==> src/rtl/change_disp_pkg.sv <==
// change_disp_pkg: FSM states, coin denominations and den encoding shared by change_dispenser.
package change_disp_pkg;
   typedef enum logic [2:0] {IDLE, SELECT, PULSE, WAIT, DONE} state_e;
   typedef enum logic {DEN5, DEN10} den_e;
   localparam int COIN10_UNITS = 2;
   localparam int COIN5_UNITS  = 1;
   function automatic int den_units(den_e d);
      return (d == DEN10) ? COIN10_UNITS : COIN5_UNITS;
   endfunction
endpackage

==> src/rtl/change_disp_timer.sv <==
// change_disp_timer: loadable down-counter; zero_o is high in the LOAD-th cycle after load_i.
module change_disp_timer #(
   parameter int LOAD = 4
) (
   input  logic clk,
   input  logic reset,
   input  logic load_i,
   output logic zero_o
);
   localparam int W = $clog2(LOAD + 1);
   logic [W-1:0] cnt_q;
   always_ff @(posedge clk or posedge reset)
      if (reset) cnt_q <= '0;
      else if (load_i) cnt_q <= W'(LOAD - 1);
      else if (cnt_q != '0) cnt_q <= cnt_q - 1'b1;
   assign zero_o = (cnt_q == '0);
endmodule

==> src/rtl/change_dispenser.sv <==
// change_dispenser: greedy 10/5 rs coin-return engine with drop-sensor confirmation.
// Define CHANGE_DISP_TIMEOUT_EN to compile in the sensor timeout and fault path.
module change_dispenser
   import change_disp_pkg::*;
#(
   parameter int AMT_W          = 4,
   parameter int PULSE_CYCLES   = 4,
   parameter int TIMEOUT_CYCLES = 1000
) (
   input  logic             clk,
   input  logic             reset,
   input  logic             req_valid,
   input  logic [AMT_W-1:0] req_amount,
   output logic             req_ready,
   input  logic             hopper10_empty,
   input  logic             hopper5_empty,
   input  logic             hopper_sense,
   output logic             coin10_out,
   output logic             coin5_out,
   output logic             busy,
   output logic             done,
   output logic [AMT_W-1:0] short_amt,
   output logic             fault
);
   state_e           state_q;
   den_e             den_q;
   logic [AMT_W-1:0] rem_q, short_q;
   logic             sensed_q, ready_q, busy_q, done_q, fault_q, c10_q, c5_q;
   logic             pulse_zero, to_zero;

   // Both timers reload throughout SELECT; the last load lands on the first PULSE cycle.
   change_disp_timer #(.LOAD(PULSE_CYCLES)) u_pulse (
      .clk(clk), .reset(reset), .load_i(state_q == SELECT), .zero_o(pulse_zero));
`ifdef CHANGE_DISP_TIMEOUT_EN
   change_disp_timer #(.LOAD(TIMEOUT_CYCLES)) u_timeout (
      .clk(clk), .reset(reset), .load_i(state_q == SELECT), .zero_o(to_zero));
`else
   // Never true: WAIT holds until the sensor fires.
   assign to_zero = (TIMEOUT_CYCLES < 0);
`endif

   always_ff @(posedge clk or posedge reset) begin
      if (reset) begin
         state_q  <= IDLE;
         den_q    <= DEN5;
         rem_q    <= '0;
         short_q  <= '0;
         sensed_q <= 1'b0;
         ready_q  <= 1'b0;
         busy_q   <= 1'b0;
         done_q   <= 1'b0;
         fault_q  <= 1'b0;
         c10_q    <= 1'b0;
         c5_q     <= 1'b0;
      end else begin
         case (state_q)
            IDLE: begin
               ready_q <= 1'b1;
               if (req_valid && ready_q) begin
                  rem_q   <= req_amount;
                  ready_q <= 1'b0;
                  busy_q  <= 1'b1;
                  state_q <= SELECT;
               end
            end
            SELECT: begin
               sensed_q <= 1'b0;
               if (rem_q >= AMT_W'(COIN10_UNITS) && !hopper10_empty) begin
                  den_q   <= DEN10;
                  c10_q   <= 1'b1;
                  state_q <= PULSE;
               end else if (rem_q >= AMT_W'(COIN5_UNITS) && !hopper5_empty) begin
                  den_q   <= DEN5;
                  c5_q    <= 1'b1;
                  state_q <= PULSE;
               end else begin
                  short_q <= rem_q;
                  done_q  <= 1'b1;
                  state_q <= DONE;
               end
            end
            PULSE: begin
               if (hopper_sense) sensed_q <= 1'b1;
               if (pulse_zero) begin
                  c10_q <= 1'b0;
                  c5_q  <= 1'b0;
                  if (sensed_q || hopper_sense) begin
                     rem_q   <= rem_q - AMT_W'(den_units(den_q));
                     state_q <= SELECT;
                  end else begin
                     state_q <= WAIT;
                  end
               end
            end
            WAIT: begin
               if (hopper_sense) begin
                  rem_q   <= rem_q - AMT_W'(den_units(den_q));
                  state_q <= SELECT;
               end else if (to_zero) begin
                  short_q <= rem_q;
                  done_q  <= 1'b1;
                  fault_q <= 1'b1;
                  state_q <= DONE;
               end
            end
            default: begin
               done_q  <= 1'b0;
               fault_q <= 1'b0;
               busy_q  <= 1'b0;
               ready_q <= 1'b1;
               state_q <= IDLE;
            end
         endcase
      end
   end

   assign req_ready  = ready_q;
   assign busy       = busy_q;
   assign done       = done_q;
   assign fault      = fault_q;
   assign short_amt  = short_q;
   assign coin10_out = c10_q;
   assign coin5_out  = c5_q;
endmodule
==> config.mk <==
export PLATFORM = sky130hd
export DESIGN_NAME = change_dispenser
export DESIGN_NICKNAME = d
export VERILOG_FILES = /design/src/rtl/change_disp_pkg.sv /design/src/rtl/change_disp_timer.sv /design/src/rtl/change_dispenser.sv
export SDC_FILE = /design/constraint.sdc
export NUM_CORES = 1
export LEC_CHECK = 0
export CORE_MARGIN = 2
export CORE_UTILIZATION = 40
export DETAILED_ROUTE_END_ITERATION = 8
export MAX_ROUTING_LAYER = met4
export SYNTH_ARGS = -nofsm -noshare
export SYNTH_HDL_FRONTEND = slang
export SYNTH_HIERARCHICAL = 1
export SYNTH_SLANG_ARGS = --single-unit
export TNS_END_PERCENT = 10
==> constraint.sdc <==
create_clock -name clk -period 2.2 [get_ports clk]
set_input_delay 0.22 -clock clk [delete_from_list [all_inputs] [get_ports clk]]
set_output_delay 0.22 -clock clk [all_outputs]
set_load 0.02 [all_outputs]
Word-level counts from Yosys, hierarchy flattened

Index checks and enable logic that the tools add are counted.
W data, S select, Z words.

Add/subtract/negate cells: 2
Multipliers: 0
Divide/modulo/power cells: 0
$lt $le $gt $ge: 2
Equal/unequal tests: 12
Shift-type cells: 0
Multiplexer cells: 32
Bitwise operators: 4
Reductions and logical operators: 24

Operator list:

| cell                  | number |
|---|---|
| $mux W3               | 7 |
| $ne A2 B2 Y1 const B  | 9 |
| $mux W4               | 4 |
| $pmux W1 S2           | 6 |
| $pmux W3 S4           | 1 |
| $pmux W4 S3           | 1 |
| $reduce_and A3 Y1     | 4 |
| $mux W1               | 11 |
| $eq A3 B2 Y1 const B  | 2 |
| $logic_not A3 Y1      | 2 |
| $reduce_and A2 Y1     | 3 |
| $reduce_bool A2 Y1    | 3 |
| $reduce_bool A3 Y1    | 2 |
| $reduce_or A3 Y1      | 2 |
| $reduce_and A5 Y1     | 1 |
| $ge A4 B1 Y1 const B  | 1 |
| $ge A4 B2 Y1 const B  | 1 |
| $mux W2               | 2 |
| $not A1 Y1            | 4 |
| $reduce_and A4 Y1     | 1 |
| $sub A4 B2 Y4         | 1 |
| $eq A3 B1 Y1 const B  | 1 |
| $logic_and A1 B1 Y1   | 3 |
| $sub A3 B1 Y3 const B | 1 |
| 2 further kinds       | 3 |

Flip-flop bits (word level): 21
Bits in latches: 0
RAM bits: 0
ROM bits: 0
Input bits: 10
Output and inout port bits: 10
Logic and storage cells: 87
Memories: 0

Logic depth before layout (Yosys ltp)

Gate-level depths: netlist of run 1.

Word-level depth: 5
Gate-level depth with buffers: 7
Depth with buffers taken out: 7

By module

Netlist of run 1, hierarchy kept.

By module, submodules not included:

| module            | times used | cells each | area each (µm²) | sequential area each (µm²) |
|---|---|---|---|---|
| change_dispenser  | 1          | 93         | 920.9           | 450.4 |
| change_disp_timer | 1          | 18         | 185.2           | 75.1 |

Least setup slack after synthesis of run 1

No wires, ideal clock.

Path kind: register to register
From: reg state_q[1]
To: reg c5_q (netlist: coin5_out)
Setup time: 0.119 ns
Data arrival time: 1.484 ns
Setup slack: 0.597 ns
Cell stages (with the launch flop): 5
Path buffers: 0
Cells stage by stage: dfrtp_1 or3b_4 or3_4 a21o_1 and2_1

Word-level cells in the longest chain between the ends: 3
Elaborated cells between the ends (all ways): 8
Those cells by class: 5 x eq/ne; 1 x mux; 2 x reduce/logical

RTL lines:

| element                                                             | line                   | source |
|---|---|---|
| from (decl)                                                         | change_dispenser.sv:25 | `state_e state_q;` |
| from (signal assigned)                                              | change_dispenser.sv:44 | `state_q <= IDLE;` |
| from (signal assigned)                                              | change_dispenser.sv:63 | `state_q <= SELECT;` |
| from (signal assigned)                                              | change_dispenser.sv:71 | `state_q <= PULSE;` |
| $eq A3 B1 Y1 / $eq A3 B2 Y1 (equally long branches)                 | change_dispenser.sv:56 | `case (state_q)` |
| $ne A2 B2 Y1 (no line) / $reduce_bool A2 Y1 (equally long branches) | --                     |  |
| $reduce_and A4 Y1 (no line)                                         | --                     |  |
| to (signal assigned)                                                | change_dispenser.sv:54 | `c5_q <= 1'b0;` |
| to (signal assigned)                                                | change_dispenser.sv:74 | `c5_q <= 1'b1;` |
| to (signal assigned)                                                | change_dispenser.sv:86 | `c5_q <= 1'b0;` |
| to (decl)                                                           | change_dispenser.sv:28 | `logic sensed_q, ready_q, busy_q, done_q, fault_q, c10_q, c5_q;` |

Several ways; a longest one is shown, not always the timed one.
A chain may end at the register's enable or synchronous reset.

Final worst setup path of run 1

From: reg state_q[1]
To: reg short_q[3] (netlist: short_amt[3])

Word-level cells in the longest chain between the ends: 2

RTL lines:

| element                     | line                    | source |
|---|---|---|
| $eq A3 B1 Y1                | change_dispenser.sv:56  |  |
| $reduce_and A3 Y1 (no line) | --                      |  |
| to (signal assigned)        | change_dispenser.sv:77  | `short_q <= rem_q;` |
| to (signal assigned)        | change_dispenser.sv:100 | `short_q <= rem_q;` |
| to (decl)                   | change_dispenser.sv:27  | `logic [AMT_W-1:0] rem_q, short_q;` |

Every way passes these cells.

==> impl_metrics.env, run 1 <==
export IMPL_ir_drop_v=0.000785
export IMPL_ys_seq_area_frac=0.475
export IMPL_die_area_mm2=0.00320
export IMPL_via_count=897
export IMPL_hold_class="input pin to asynchronous set/reset pin"
export IMPL_post_cts_setup_buffers=0
export IMPL_worst_path_buf_inv=1
export IMPL_gp_congestion=0.758
export IMPL_htree_levels=1
export IMPL_row_count=19
export IMPL_netlist_top_cells_area="dfrtp_1, inv_1, ha_1, o21ai_0, a21oi_1"
export IMPL_overflow=0
export IMPL_finalClockSkew_ns=0.00403
export IMPL_status="finished clean"
export IMPL_first_iter_violations=16
export IMPL_routed_wl_um=2260
export IMPL_synth_distinct_cells=39
export IMPL_crit_family="compound AO/OA/AOI/OAI gates"
export IMPL_synth_area_leader_cell="dfrtp_1"
export IMPL_async_reset_ff_frac=1.00
export IMPL_start_kind="flip-flop"
export IMPL_io_buffers=18
export IMPL_clock_latency_ns=0.30
export IMPL_antenna_found_initial=0
export IMPL_power_density_mw_per_mm2=1370
export IMPL_synth_edf_count=0
export IMPL_post_dp_hpwl_um=1730
export IMPL_grt_max_degree=19
export IMPL_core_area_mm2=0.00269
export IMPL_clk_path_buf_depth=2
export IMPL_critical_path_class="flip-flop to flip-flop"
export IMPL_wl_per_cell_um=13.9
export IMPL_yosysWarnings=6
export IMPL_dpl_cell_area_mm2=0.00133
export IMPL_cap_violations=0
export IMPL_crit_fanout=9
export IMPL_fin_setup_tns_ns=0
export IMPL_hold_buffers=0
export IMPL_syn_cell_area_mm2=0.00111
export IMPL_drive_gt1_frac=0.0833
export IMPL_pin_count=20
export IMPL_antenna_cells=0
export IMPL_finalCritPeriodShare=0.810
export IMPL_syn_to_final_growth_pct=22.2
export IMPL_critPathSlowestCell="dfrtp_1"
export IMPL_route_detailed_drc=0
export IMPL_cpPeakStageDelay_ns=0.48
export IMPL_cts_inserted_buffers=3
export IMPL_final_util=0.503
export IMPL_drt_pass1_iter_count=4
export IMPL_fmax_ghz=0.561
export IMPL_grt_pass1_wl_um=3900
export IMPL_groute_usage_overall=0.162
export IMPL_finalSetupViolations=0
export IMPL_place_ws_ns=0.443
export IMPL_leakage_nw=0.617
export IMPL_p_total_mw=1.85
export IMPL_die_y_um=56.6
export IMPL_initial_core_util=0.412
export IMPL_yosysTopAreaCellShare=0.475
export IMPL_synth_nets=126
export IMPL_syn_inst=111
export IMPL_ant_nets=0
export IMPL_placed_cells=159
export IMPL_cp_end_kind="flip-flop"
export IMPL_drt_vias_per_instance=5.50
export IMPL_holdWs_ns=0.104
export IMPL_die_w_um=56.6
export IMPL_nets=148
export IMPL_cts_sinks=21
export IMPL_slew_headroom=0.526
export IMPL_critPathArrivalTime_ns=1.98
export IMPL_final_cells=163
export IMPL_synth_seq_cells=21
export IMPL_yosys_most_used_dff="dfrtp_1"
export IMPL_worst_pin_slew_ns=0.710
export IMPL_final_setup_worst_slack_ns=0.418
export IMPL_cts_clk_slew_worst_paths_ns=0.12
export IMPL_period_needed_ns=1.78
export IMPL_finalHoldViolations=0
export IMPL_cts_root_buffer="clkbuf_4"
export IMPL_cts_tree="yes"
export IMPL_path_cells="or3b_4, inv_1, o221ai_1, a22o_1"
export IMPL_final_max_slew_viol_count=0
export IMPL_fin_area_mm2=0.00135
export IMPL_cts_resized=0
export IMPL_worstPathRequired_ns=2.40
export IMPL_grt_pass1_vias=889
export IMPL_syn_avg_cell_area_um2=9.96
export IMPL_rsz0062_at_grt="false"
## Yosys cell counts, types with 3 or more instances
library cell / count
nand2_1: 4
a22o_1: 3
a221oi_1: 3
ha_1: 4
o21ai_0: 9
a21oi_1: 7
dfrtp_1: 21
nor2b_1: 3
nor2_1: 6
inv_1: 14
nor3_1: 4
## routing by layer
layer | routed length [um] | GRT usage | vias to the layer above
li1 | - | - | 436
met1 | 1160 | 0.217 | 433
met2 | 989 | 0.244 | 24
met3 | 78 | 0.0300 | 4
met4 | 27 | 0.0612 | 0
met5 | 0 | - | -
## layout by cell type, fill, tap and decap left out, types with 2 or more instances in the layout
| cell | Yosys | routed |
|---|---|---|
| nor2b_1 | 3 | 3 |
| a221oi_1 | 3 | 3 |
| nor4_1 | 2 | 2 |
| mux2i_1 | 2 | 2 |
| nor3_1 | 4 | 4 |
| o21ai_0 | 9 | 9 |
| clkbuf_4 | 0 | 3 |
| ha_1 | 4 | 4 |
| a21oi_1 | 7 | 7 |
| a22o_1 | 3 | 3 |
| clkdlybuf4s50_1 | 0 | 18 |
| and2_1 | 2 | 2 |
| nor2_1 | 6 | 6 |
| nand2_1 | 4 | 4 |
| dfrtp_1 | 21 | 21 |
| inv_1 | 14 | 14 |
| and2b_2 | 2 | 2 |
| buf_4 | 1 | 2 |
## state kept, by name (all words and copies together), names as in the netlist, 3 cells and up
signal         flops
rem_q              4
short_amt          4
state_q            3
u_pulse/cnt_q      3
## cells by family after synthesis
| kind of cell | share of synthesized area |
|---|---|
| other | 0.00339 |
| multiplexers | 0.0181 |
| AND/OR/NAND/NOR | 0.183 |
| flip-flops | 0.475 |
| buffers and inverters | 0.0611 |
| adder cells (fa/ha/maj) | 0.0634 |
| AO/OA/AOI/OAI | 0.196 |
## final timing paths
| path | startpoint | endpoint | slack [ns] | cells after the start |
|---|---|---|---|---|
| setup reg to reg | state_q[1]$_DFFE_PP0P_ | short_amt[3]$_DFFE_PP0P_ | 0.42 | 4 |
| hold / removal | reset | u_pulse/cnt_q[0]$_DFFE_PP0P_ | 0.10 | 2 |
| hold reg to reg | coin10_out$_DFFE_PP0P_ | coin10_out$_DFFE_PP0P_ | 0.49 | 2 |
| min in group clk | coin10_out$_DFFE_PP0P_ | coin10_out$_DFFE_PP0P_ | 0.49 | 2 |
| setup / recovery | state_q[1]$_DFFE_PP0P_ | short_amt[3]$_DFFE_PP0P_ | 0.42 | 4 |
| max in group asynchronous | reset | req_ready$_DFFE_PP0P_ | 1.41 | 2 |
## layout make-up
type	count	area (um^2)
clock buffer	4	26.3
fill	242	1340
inverter	14	52.6
multi-input combinational	73	513
sequential	21	526
tap	31	38.8
timing repair buffer	20	195
## where the power goes
| part | switching, mW | internal [mW] |
|---|---|---|
| clock | 0.116 | 0.0706 |
| combinational | 0.482 | 0.467 |
| sequential | 0.151 | 0.564 |
(Power assumes the default switching activity.)
==> inputs of run 2 (changes only) <==
--- a/config.mk
+++ b/config.mk
@@ -9,6 +9,7 @@
 export CORE_UTILIZATION = 40
 export DETAILED_ROUTE_END_ITERATION = 8
 export MAX_ROUTING_LAYER = met4
+export PLACE_DENSITY = 0.66
 export SYNTH_ARGS = -nofsm -noshare
 export SYNTH_HDL_FRONTEND = slang
 export SYNTH_HIERARCHICAL = 1
==> constraint.sdc (replaced) <==
create_clock -name clk -period 1.55 [get_ports clk]
set_input_delay 0.155 -clock clk [delete_from_list [all_inputs] [get_ports clk]]
set_output_delay 0.155 -clock clk [all_outputs]
set_load 0.02 [all_outputs]
==> impl_metrics.env, run 2 (same netlist as run 1, synthesis figures left out) <==
export IMPL_cp_end_kind="flip-flop"
export IMPL_finalCritPeriodShare=0.991
export IMPL_antenna_found_initial=0
export IMPL_grt_max_degree=19
export IMPL_seqCellArea_um2=526
export IMPL_global_route_usage_met3=0.0530
export IMPL_final_cells=181
export IMPL_routed_wl_um=2640
export IMPL_drt_vias_per_instance=5.47
export IMPL_syn_to_final_growth_pct=41.4
export IMPL_finalHoldViolations=0
export IMPL_die_w_um=56.6
export IMPL_worstPathRequired_ns=1.75
export IMPL_nets=166
export IMPL_period_needed_ns=1.54
export IMPL_grt_pass1_wl_um=4460
export IMPL_place_ws_ns=-0.100
export IMPL_cts_sinks=21
export IMPL_fmax_ghz=0.651
export IMPL_core_area_mm2=0.00269
export IMPL_finalClockSkew_ns=0.00702
export IMPL_p_total_mw=3.16
export IMPL_placed_cells=176
export IMPL_io_buffers=18
export IMPL_overflow=0
export IMPL_grt_pass1_vias=1060
export IMPL_rsz0062_at_grt="true"
export IMPL_grtUsageMet2=0.322
export IMPL_r2r_end="coin5_out$_DFFE_PP0P_"
export IMPL_most_common_layout_cells="dfrtp_1, buf_4, clkdlybuf4s50_1"
export IMPL_status="finished clean"
export IMPL_final_setup_worst_slack_ns=0.0137
export IMPL_use_met1=0.197
export IMPL_cts_clk_slew_worst_paths_ns=0.10
export IMPL_cts_inserted_buffers=3
export IMPL_antenna_cells=0
export IMPL_via_count=990
export IMPL_ant_nets=0
export IMPL_ir_drop_v=0.00118
export IMPL_drive_gt1_frac=0.287
export IMPL_groute_usage_overall=0.185
export IMPL_r2r_cells=4
export IMPL_power_density_mw_per_mm2=2020
export IMPL_multi_input_area_um2=588
export IMPL_fin_area_mm2=0.00156
export IMPL_route_detailed_drc=0
export IMPL_r2r_setup_slack_ns=0.01
export IMPL_start_kind="flip-flop"
export IMPL_busiest_layer="met2"
export IMPL_r2r_start="state_q[2]$_DFFE_PP0P_"
export IMPL_finalSetupViolations=0
export IMPL_initial_core_util=0.412
export IMPL_post_dp_hpwl_um=1950
export IMPL_die_y_um=56.6
export IMPL_wl_per_cell_um=14.6
export IMPL_first_iter_violations=26
export IMPL_cap_violations=0
export IMPL_crit_fanout=4
export IMPL_hold_class="input pin to asynchronous set/reset pin"
export IMPL_clock_latency_ns=0.31
export IMPL_cts_tree="yes"
export IMPL_die_area_mm2=0.00320
export IMPL_final_util=0.582
export IMPL_gp_congestion=0.786
export IMPL_leakage_nw=0.714
export IMPL_holdWs_ns=0.0298
export IMPL_clk_path_buf_depth=2
export IMPL_drt_pass1_iter_count=4
export IMPL_cts_root_buffer="clkbuf_4"
export IMPL_dpl_cell_area_mm2=0.00145
export IMPL_layout_commonest_cell="dfrtp_1"
export IMPL_nFillCells=237
export IMPL_critPathArrivalTime_ns=1.74
export IMPL_pin_count=20
export IMPL_final_max_slew_viol_count=0
export IMPL_row_count=19
export IMPL_critical_path_class="flip-flop to flip-flop"
export IMPL_htree_levels=1
export IMPL_fin_setup_tns_ns=0
[run 2: cell count changes in the layout (fill, tap and decap cells not counted), moves of 2 or more]
cell,change
inv_1,-2
o21ai_0,-3
o21ai_1,+3
ha_1,-2
inv_2,+2
buf_4,+18
a221oi_1,-3
a221oi_2,+3
[run 2: area by class of cell]
type	count	area share
inverters	14	0.0336
flip-flops and latches	21	0.336
well taps	31	0.0248
clock buffers	4	0.0168
multi-input cells	73	0.376
repair buffers	38	0.213
[run 2: routing by layer]
metal	up-vias	wire, um
met5	-	0
met4	0	64
met3	10	98
met2	31	1410
met1	479	1070
li1	470	-
[run 2: repair_timing]
item                       4_1_cts  5_1_grt
pin swaps                        2        4
resized for setup                9       10
hold buffers                     0        0
setup buffers                    0        1
setup endpoints to repair        8        9
[run 2: power by group]
part	switching (mW)	internal [mW]
combinational	0.930	0.987
clock	0.160	0.101
sequential	0.178	0.801
[run 2: worst max-delay path: stages, from the launching register on]
cell and delay, ns:
dfrtp_1 0.39, or3b_4 0.41, or3_4 0.34, a21o_1 0.16, and2_1 0.14
[run 2: worst max path at each step]
stage                            startpoint                    end  cells past startpoint
4_1_cts        u_pulse/cnt_q[0]$_DFFE_PP0P_   rem_q[0]$_DFFE_PP0P_                      6
6_report             state_q[2]$_DFFE_PP0P_  coin5_out$_DFFE_PP0P_                      4
3_3_place_gp   u_pulse/cnt_q[0]$_DFFE_PP0P_   rem_q[0]$_DFFE_PP0P_                      6
3_5_place_dp   u_pulse/cnt_q[0]$_DFFE_PP0P_   rem_q[2]$_DFFE_PP0P_                      7
5_1_grt                   den_q$_DFFE_PP0P_   rem_q[2]$_DFFE_PP0P_                      7
2_1_floorplan        state_q[1]$_DFFE_PP0P_  coin5_out$_DFFE_PP0P_                      4
